### src/rtl/clk_gen_pkg.sv
// Shared definitions for the clock-enable generator: FSM encoding and sizing limits.
package clk_gen_pkg;

   typedef enum logic [1:0] {
      ST_OFF    = 2'd0,
      ST_WARMUP = 2'd1,
      ST_RUN    = 2'd2
   } state_e;

   localparam int DEF_DIV_W = 8;
   localparam int MAX_CH    = 8;

endpackage

### src/rtl/clk_div_chan.sv
// One divider channel: free-running counter, shadow/active divider pair with
// wrap-aligned update, and registered tick / square-wave outputs.
module clk_div_chan
   import clk_gen_pkg::*;
#(
   parameter int DIV_W       = DEF_DIV_W,
   parameter int DEFAULT_DIV = 3
) (
   input  logic             clk,
   input  logic             rst_n,
   input  logic             cnt_en_i,
   input  logic             div_wr_i,
   input  logic [DIV_W-1:0] div_val_i,
   output logic             tick_o,
   output logic             clk_out_o,
   output logic             pending_o
);

   function automatic logic [DIV_W-1:0] half_div(input logic [DIV_W-1:0] d);
      return d >> 1;
   endfunction

   logic [DIV_W-1:0] cnt_q, cnt_d;
   logic [DIV_W-1:0] act_q, act_d;
   logic [DIV_W-1:0] shd_q, shd_d;
   logic             pend_q, pend_d;
   logic             tick_q, tick_d;
   logic             clko_q, clko_d;
   logic             at_wrap;
   logic             apply;

   always_comb begin
      at_wrap = (cnt_q == act_q);
      // A new divider only takes effect on a period boundary, or at once when idle.
      apply   = pend_q && (!cnt_en_i || at_wrap);
      cnt_d   = '0;
      act_d   = act_q;
      shd_d   = shd_q;
      pend_d  = pend_q;
      tick_d  = cnt_en_i && at_wrap;
      clko_d  = cnt_en_i && (cnt_q <= half_div(act_q));
      if (cnt_en_i && !at_wrap) begin
         cnt_d = cnt_q + DIV_W'(1);
      end
      if (apply) begin
         act_d  = shd_q;
         pend_d = 1'b0;
      end
      // A write on the apply cycle lands in the shadow and stays pending.
      if (div_wr_i) begin
         shd_d  = div_val_i;
         pend_d = 1'b1;
      end
   end

   always_ff @(posedge clk) begin
      if (!rst_n) begin
         cnt_q  <= '0;
         act_q  <= DIV_W'(DEFAULT_DIV);
         shd_q  <= DIV_W'(DEFAULT_DIV);
         pend_q <= 1'b0;
         tick_q <= 1'b0;
         clko_q <= 1'b0;
      end else begin
         cnt_q  <= cnt_d;
         act_q  <= act_d;
         shd_q  <= shd_d;
         pend_q <= pend_d;
         tick_q <= tick_d;
         clko_q <= clko_d;
      end
   end

   assign tick_o    = tick_q;
   assign clk_out_o = clko_q;
   assign pending_o = pend_q;

endmodule

### src/rtl/clk_en_gen.sv
// Clock-enable generator top: oscillator power-up FSM with warm-up counter,
// run/enable qualifier, and NUM_CH independent divider channels.
module clk_en_gen
   import clk_gen_pkg::*;
#(
   parameter int NUM_CH      = 4,
   parameter int DIV_W       = DEF_DIV_W,
   parameter int PU_DELAY    = 16,
   parameter int DEFAULT_DIV = 3
) (
   input  logic              clk,
   input  logic              rst_n,
   input  logic              pu,
   input  logic              en,
   input  logic [NUM_CH-1:0] div_wr,
   input  logic [DIV_W-1:0]  div_val,
   output logic              ready,
   output logic [NUM_CH-1:0] tick,
   output logic [NUM_CH-1:0] clk_out,
   output logic [NUM_CH-1:0] pending
);

   localparam int WCNT_W = (PU_DELAY > 1) ? $clog2(PU_DELAY) : 1;

   state_e            state_q, state_d;
   logic [WCNT_W-1:0] wcnt_q, wcnt_d;
   logic              ready_q, ready_d;
   logic              cnt_en;

   always_ff @(posedge clk) begin
      if (!rst_n) begin
         state_q <= ST_OFF;
         wcnt_q  <= '0;
         ready_q <= 1'b0;
      end else begin
         state_q <= state_d;
         wcnt_q  <= wcnt_d;
         ready_q <= ready_d;
      end
   end

   always_comb begin
      state_d = state_q;
      wcnt_d  = wcnt_q;
      unique case (state_q)
         ST_OFF: begin
            if (pu) begin
               state_d = ST_WARMUP;
               wcnt_d  = WCNT_W'(PU_DELAY - 1);
            end
         end
         ST_WARMUP: begin
            if (wcnt_q == '0) begin
               state_d = ST_RUN;
            end else begin
               wcnt_d = wcnt_q - WCNT_W'(1);
            end
         end
         ST_RUN: state_d = ST_RUN;
         default: state_d = ST_OFF;
      endcase
      // Dropping the request overrides everything, including an in-flight warm-up.
      if (!pu) begin
         state_d = ST_OFF;
         wcnt_d  = '0;
      end
      ready_d = pu && (state_q == ST_RUN);
   end

   // Including pu here clears the channel outputs on the same edge the FSM leaves RUN.
   assign cnt_en = pu && en && (state_q == ST_RUN);
   assign ready  = ready_q;

   for (genvar i = 0; i < NUM_CH; i++) begin : g_ch
      clk_div_chan #(
         .DIV_W       (DIV_W),
         .DEFAULT_DIV (DEFAULT_DIV)
      ) u_chan (
         .clk       (clk),
         .rst_n     (rst_n),
         .cnt_en_i  (cnt_en),
         .div_wr_i  (div_wr[i]),
         .div_val_i (div_val),
         .tick_o    (tick[i]),
         .clk_out_o (clk_out[i]),
         .pending_o (pending[i])
      );
   end

endmodule
### config.mk
export PLATFORM = sky130hd
export DESIGN_NAME = clk_en_gen
export DESIGN_NICKNAME = d
export VERILOG_FILES = /design/src/rtl/clk_gen_pkg.sv /design/src/rtl/clk_div_chan.sv /design/src/rtl/clk_en_gen.sv
export SDC_FILE = /design/constraint.sdc
export NUM_CORES = 1
export LEC_CHECK = 0
export ABC_CLOCK_PERIOD_IN_PS = 1500
export BUFFER_PORTS_ARGS = -buffer_cell sky130_fd_sc_hd__buf_2
export CELL_PAD_IN_SITES_DETAIL_PLACEMENT = 2
export CELL_PAD_IN_SITES_GLOBAL_PLACEMENT = 2
export CORE_MARGIN = 2
export CORE_UTILIZATION = 35
export CTS_CLUSTER_DIAMETER = 100
export DETAILED_ROUTE_END_ITERATION = 10
export HOLD_SLACK_MARGIN = 0.06
export PLACE_DENSITY_LB_ADDON = 0.1
export SLEW_MARGIN = 20
export SYNTH_ARGS = -nofsm -noshare
export SYNTH_HDL_FRONTEND = slang
export SYNTH_SLANG_ARGS = --single-unit
### constraint.sdc
create_clock -name clk -period 1.5 [get_ports clk]
set_input_delay 0.15 -clock clk [delete_from_list [all_inputs] [get_ports clk]]
set_output_delay 0.15 -clock clk [all_outputs]
set_load 0.03 [all_outputs]
==> flow_metrics.env <==
export IMPL_period_share_pct=103
export IMPL_gp_congestion=0.765
export IMPL_finalHoldViolations=0
export IMPL_fin_crit_ns=1.54
export IMPL_grt_usage_pct=21.8
export IMPL_layout_nets=811
export IMPL_whs_path_depth=3
export IMPL_die_area_um2=18400
export IMPL_yosysWarnings=0
export IMPL_h_tree_depth=4
export IMPL_synth_seq_area_share_pct=38.0
export IMPL_wl_per_cell_um=20.0
export IMPL_diodes=0
export IMPL_antenna_found_initial=0
export IMPL_die_h_um=136
export IMPL_maxSlewHeadroom_pct=71.1
export IMPL_max_cap_violations=0
export IMPL_fillers=1757
export IMPL_dp_hpwl_mm=12.6
export IMPL_rsz0062_at_grt="yes"
export IMPL_critPathArrivalTime_ns=1.83
export IMPL_worstPathRequired_ns=1.79
export IMPL_fin_worst_skew_ns=0.00675
export IMPL_vias=5273
export IMPL_clkSinkCount=115
export IMPL_grt_pass1_vias=5718
export IMPL_fmax_mhz=650
export IMPL_syn_inst=669
export IMPL_core_area_um2=17100
export IMPL_tightest_slew_ns=0.433
export IMPL_ir_drop_uv=746
export IMPL_clkTransAtPathRegs_ns=0.06
export IMPL_violations="setup timing"
export IMPL_synth_nets=721
export IMPL_io_buffers=28
export IMPL_min_from="div_val[0]"
export IMPL_timing_rr_end="g_ch[2].u_chan.act_q[6]"
export IMPL_setup_tns_ns=-0.131
export IMPL_drc=0
export IMPL_p_leak_nw=3.24
export IMPL_synth_seq_cells=115
export IMPL_synth_area_um2=6060
export IMPL_power_density_nw_per_um2=961
export IMPL_synth_edf_count=0
export IMPL_numCtsBuffers=17
export IMPL_ioPinCount=29
export IMPL_postSynth_asyncResetShare_pct=0
export IMPL_setup_violations=10
export IMPL_fin_ws_ns=-0.0387
export IMPL_stdcell_count=997
export IMPL_grt_overflow=0
export IMPL_syn_avg_cell_area_um2=9.06
export IMPL_die_w_um=136
export IMPL_grt_pass1_wl_mm=31.1
export IMPL_hp_class="primary input to register"
export IMPL_routed_wirelength_mm=19.9
export IMPL_grt_max_degree=60
export IMPL_dpl_cell_count=950
export IMPL_hold_end="g_ch[0].u_chan.shd_q[0]"
export IMPL_start_util_pct=35.4
export IMPL_synth_top_area_share_pct=38.0
export IMPL_ant_nets=0
export IMPL_timing_hold_ws_ns=0.111
export IMPL_num_rows=48
export IMPL_reg2reg_slack_ns=-0.04
export IMPL_cts_root_buf="clkbuf_16"
export IMPL_regArea_um2=2380
export IMPL_first_iter_violations=223
export IMPL_crit_path_max_fanout=5
export IMPL_status="finished with violations"
export IMPL_yosysTopAreaCell="dfxtp_1"
export IMPL_crit_type="register to register"
export IMPL_ys_types=39
export IMPL_rr_worst_depth=5
export IMPL_synth_ff_type="dfxtp_1"
export IMPL_drive_above_1_share_pct=33.7
export IMPL_multi_input_area_um2=3850
export IMPL_worstSetupEndpointType="register"
export IMPL_cts_path_max_buffers=2
export IMPL_slew_viol_final=0
export IMPL_viasPerCell=5.29
export IMPL_synthTopCellsByArea="dfxtp_1, mux2i_1, ha_1, xnor2_1, nand4_1"
export IMPL_area_growth_syn_to_layout_pct=35.9
export IMPL_worstSkewPairLatency_ns=0.41
export IMPL_crit_path_start_kind="register"
export IMPL_reg2reg_from="g_ch[2].u_chan.cnt_q[0]"
export IMPL_first_pass_iters=4
export IMPL_cts_tree="built"
layout by cell type, fill, tap and decap left out, types with 9 or more instances in the layout:
cell       netlist  layout
nand4_1         43      43
mux2i_1         46      44
nand3b_1        14      14
xor2_1          16      16
dfxtp_4          0       9
nand3_1         43      42
xnor2_1         41      22
o211ai_1        16      16
clkbuf_16        0      18
xnor2_2          0      10
ha_1            36      29
buf_4           12      74
nand2_1         22      21
buf_2            9      27
nor2_4           0       9
o2111ai_1       12      11
inv_1           48      45
xnor2_4          0       9
nor2b_1         27      26
nor2_1          56      45
dfxtp_1        115      70
a311o_1         12      12
dfxtp_2          0      36
worst max-delay path, cell delays in order (launching register included):
cell and delay, ns:
dfxtp_2 0.35, xnor2_4 0.21, nand4_4 0.20, nor2_8 0.23, mux2i_1 0.12, a311o_1 0.30
logic make-up after synthesis:
group	share of synthesized area, %
AOI/OAI and AO/OA	9.67
muxes	7.60
xor gates and xnor gates	8.24
and+or+nand+nor	21.9
buffers and inverters	7.13
adders and majority gates	7.43
DFF	38.0
Yosys cell counts, types with 6 or more instances:
cell / number
dfxtp_1: 115
nand4_1: 43
a21oi_1: 9
xnor2_1: 41
nor2b_1: 27
nor3_1: 7
nor2_1: 56
nand3b_1: 14
buf_4: 12
mux2i_1: 46
a211oi_1: 6
buf_2: 9
inv_1: 48
ha_1: 36
nand2_1: 22
o21a_1: 8
xor2_1: 16
o211ai_1: 16
o2111ai_1: 12
clkbuf_1: 27
a311o_1: 12
nand3_1: 43
and3_1: 9
report_power, final:
group / internal (W) / leakage (nW) / total (W) / switching (W)
Clock: 0.00249 / 0.278 / 0.00390 / 0.00140
Combinational: 0.000337 / 2.00 / 0.000752 / 0.000415
Sequential: 0.00315 / 0.961 / 0.00326 / 0.000109
worst max-delay path by stage:
stage | end | from | cells past startpoint | slack (ns)
2_1_floorplan | g_ch[1].u_chan.act_q[7] | state_q[0] | 7 | 0.0009
3_3_place_gp | g_ch[2].u_chan.clk_out_o | g_ch[2].u_chan.act_q[6] | 6 | -0.11
3_5_place_dp | g_ch[2].u_chan.clk_out_o | g_ch[2].u_chan.act_q[6] | 6 | -0.17
4_1_cts | g_ch[2].u_chan.clk_out_o | g_ch[2].u_chan.act_q[6] | 6 | -0.01
5_1_grt | g_ch[2].u_chan.act_q[6] | g_ch[2].u_chan.cnt_q[0] | 5 | -0.11
6_report | g_ch[2].u_chan.act_q[6] | g_ch[2].u_chan.cnt_q[0] | 5 | -0.04
stage by stage:
| stage | util, % | instance area (um^2) | total power [W] | setup WS [ns] |
|---|---|---|---|---|
| 2_1_floorplan | - | 6060 | 0.00372 | 0.000895 |
| 5_1_grt | 48.1 | 8230 | 0.00826 | -0.108 |
| 6_report | 48.1 | 8230 | 0.00791 | -0.0387 |
| 3_3_place_gp | 40.1 | 6870 | 0.00391 | -0.108 |
| 4_1_cts | 45.7 | 7810 | 0.00793 | -0.0128 |
| 3_5_place_dp | 40.1 | 6870 | 0.00395 | -0.167 |
layout make-up:
cell class	instances	area share (%)
clock buffers	28	6.28
multi-input cells	458	46.8
flip-flops and latches	115	28.9
repair buffers	119	11.8
well taps	225	3.42
clock inverters	4	0.547
inverters	48	2.19
flip-flops by register name, indices dropped and copies added, names as in the netlist:
register and cells:
g_ch.u_chan.act_q 32, g_ch.u_chan.cnt_q 32, g_ch.u_chan.shd_q 32, g_ch.u_chan.clk_out_o 4, g_ch.u_chan.pending_o 4, g_ch.u_chan.tick_o 4
wcnt_q 4, state_q 2, ready 1
metal layers:
metal	share of wire, %	global-route usage [%]	up-vias
met5	0	0	-
met4	0.91	5.56	0
met3	2.5	3.97	12
met2	52	38.4	59
met1	45	27.3	2654
li1	-	-	2548
repair_timing:
action,4_1_cts,5_1_grt
endpoints found under the hold margin,1,0
resized for setup,69,84
setup endpoints to repair,54,54
hold buffers,1,0
buffers inserted,3,7
pin swaps,25,53
cloned,3,1
Note: power is estimated with default switching activity, not from simulation.
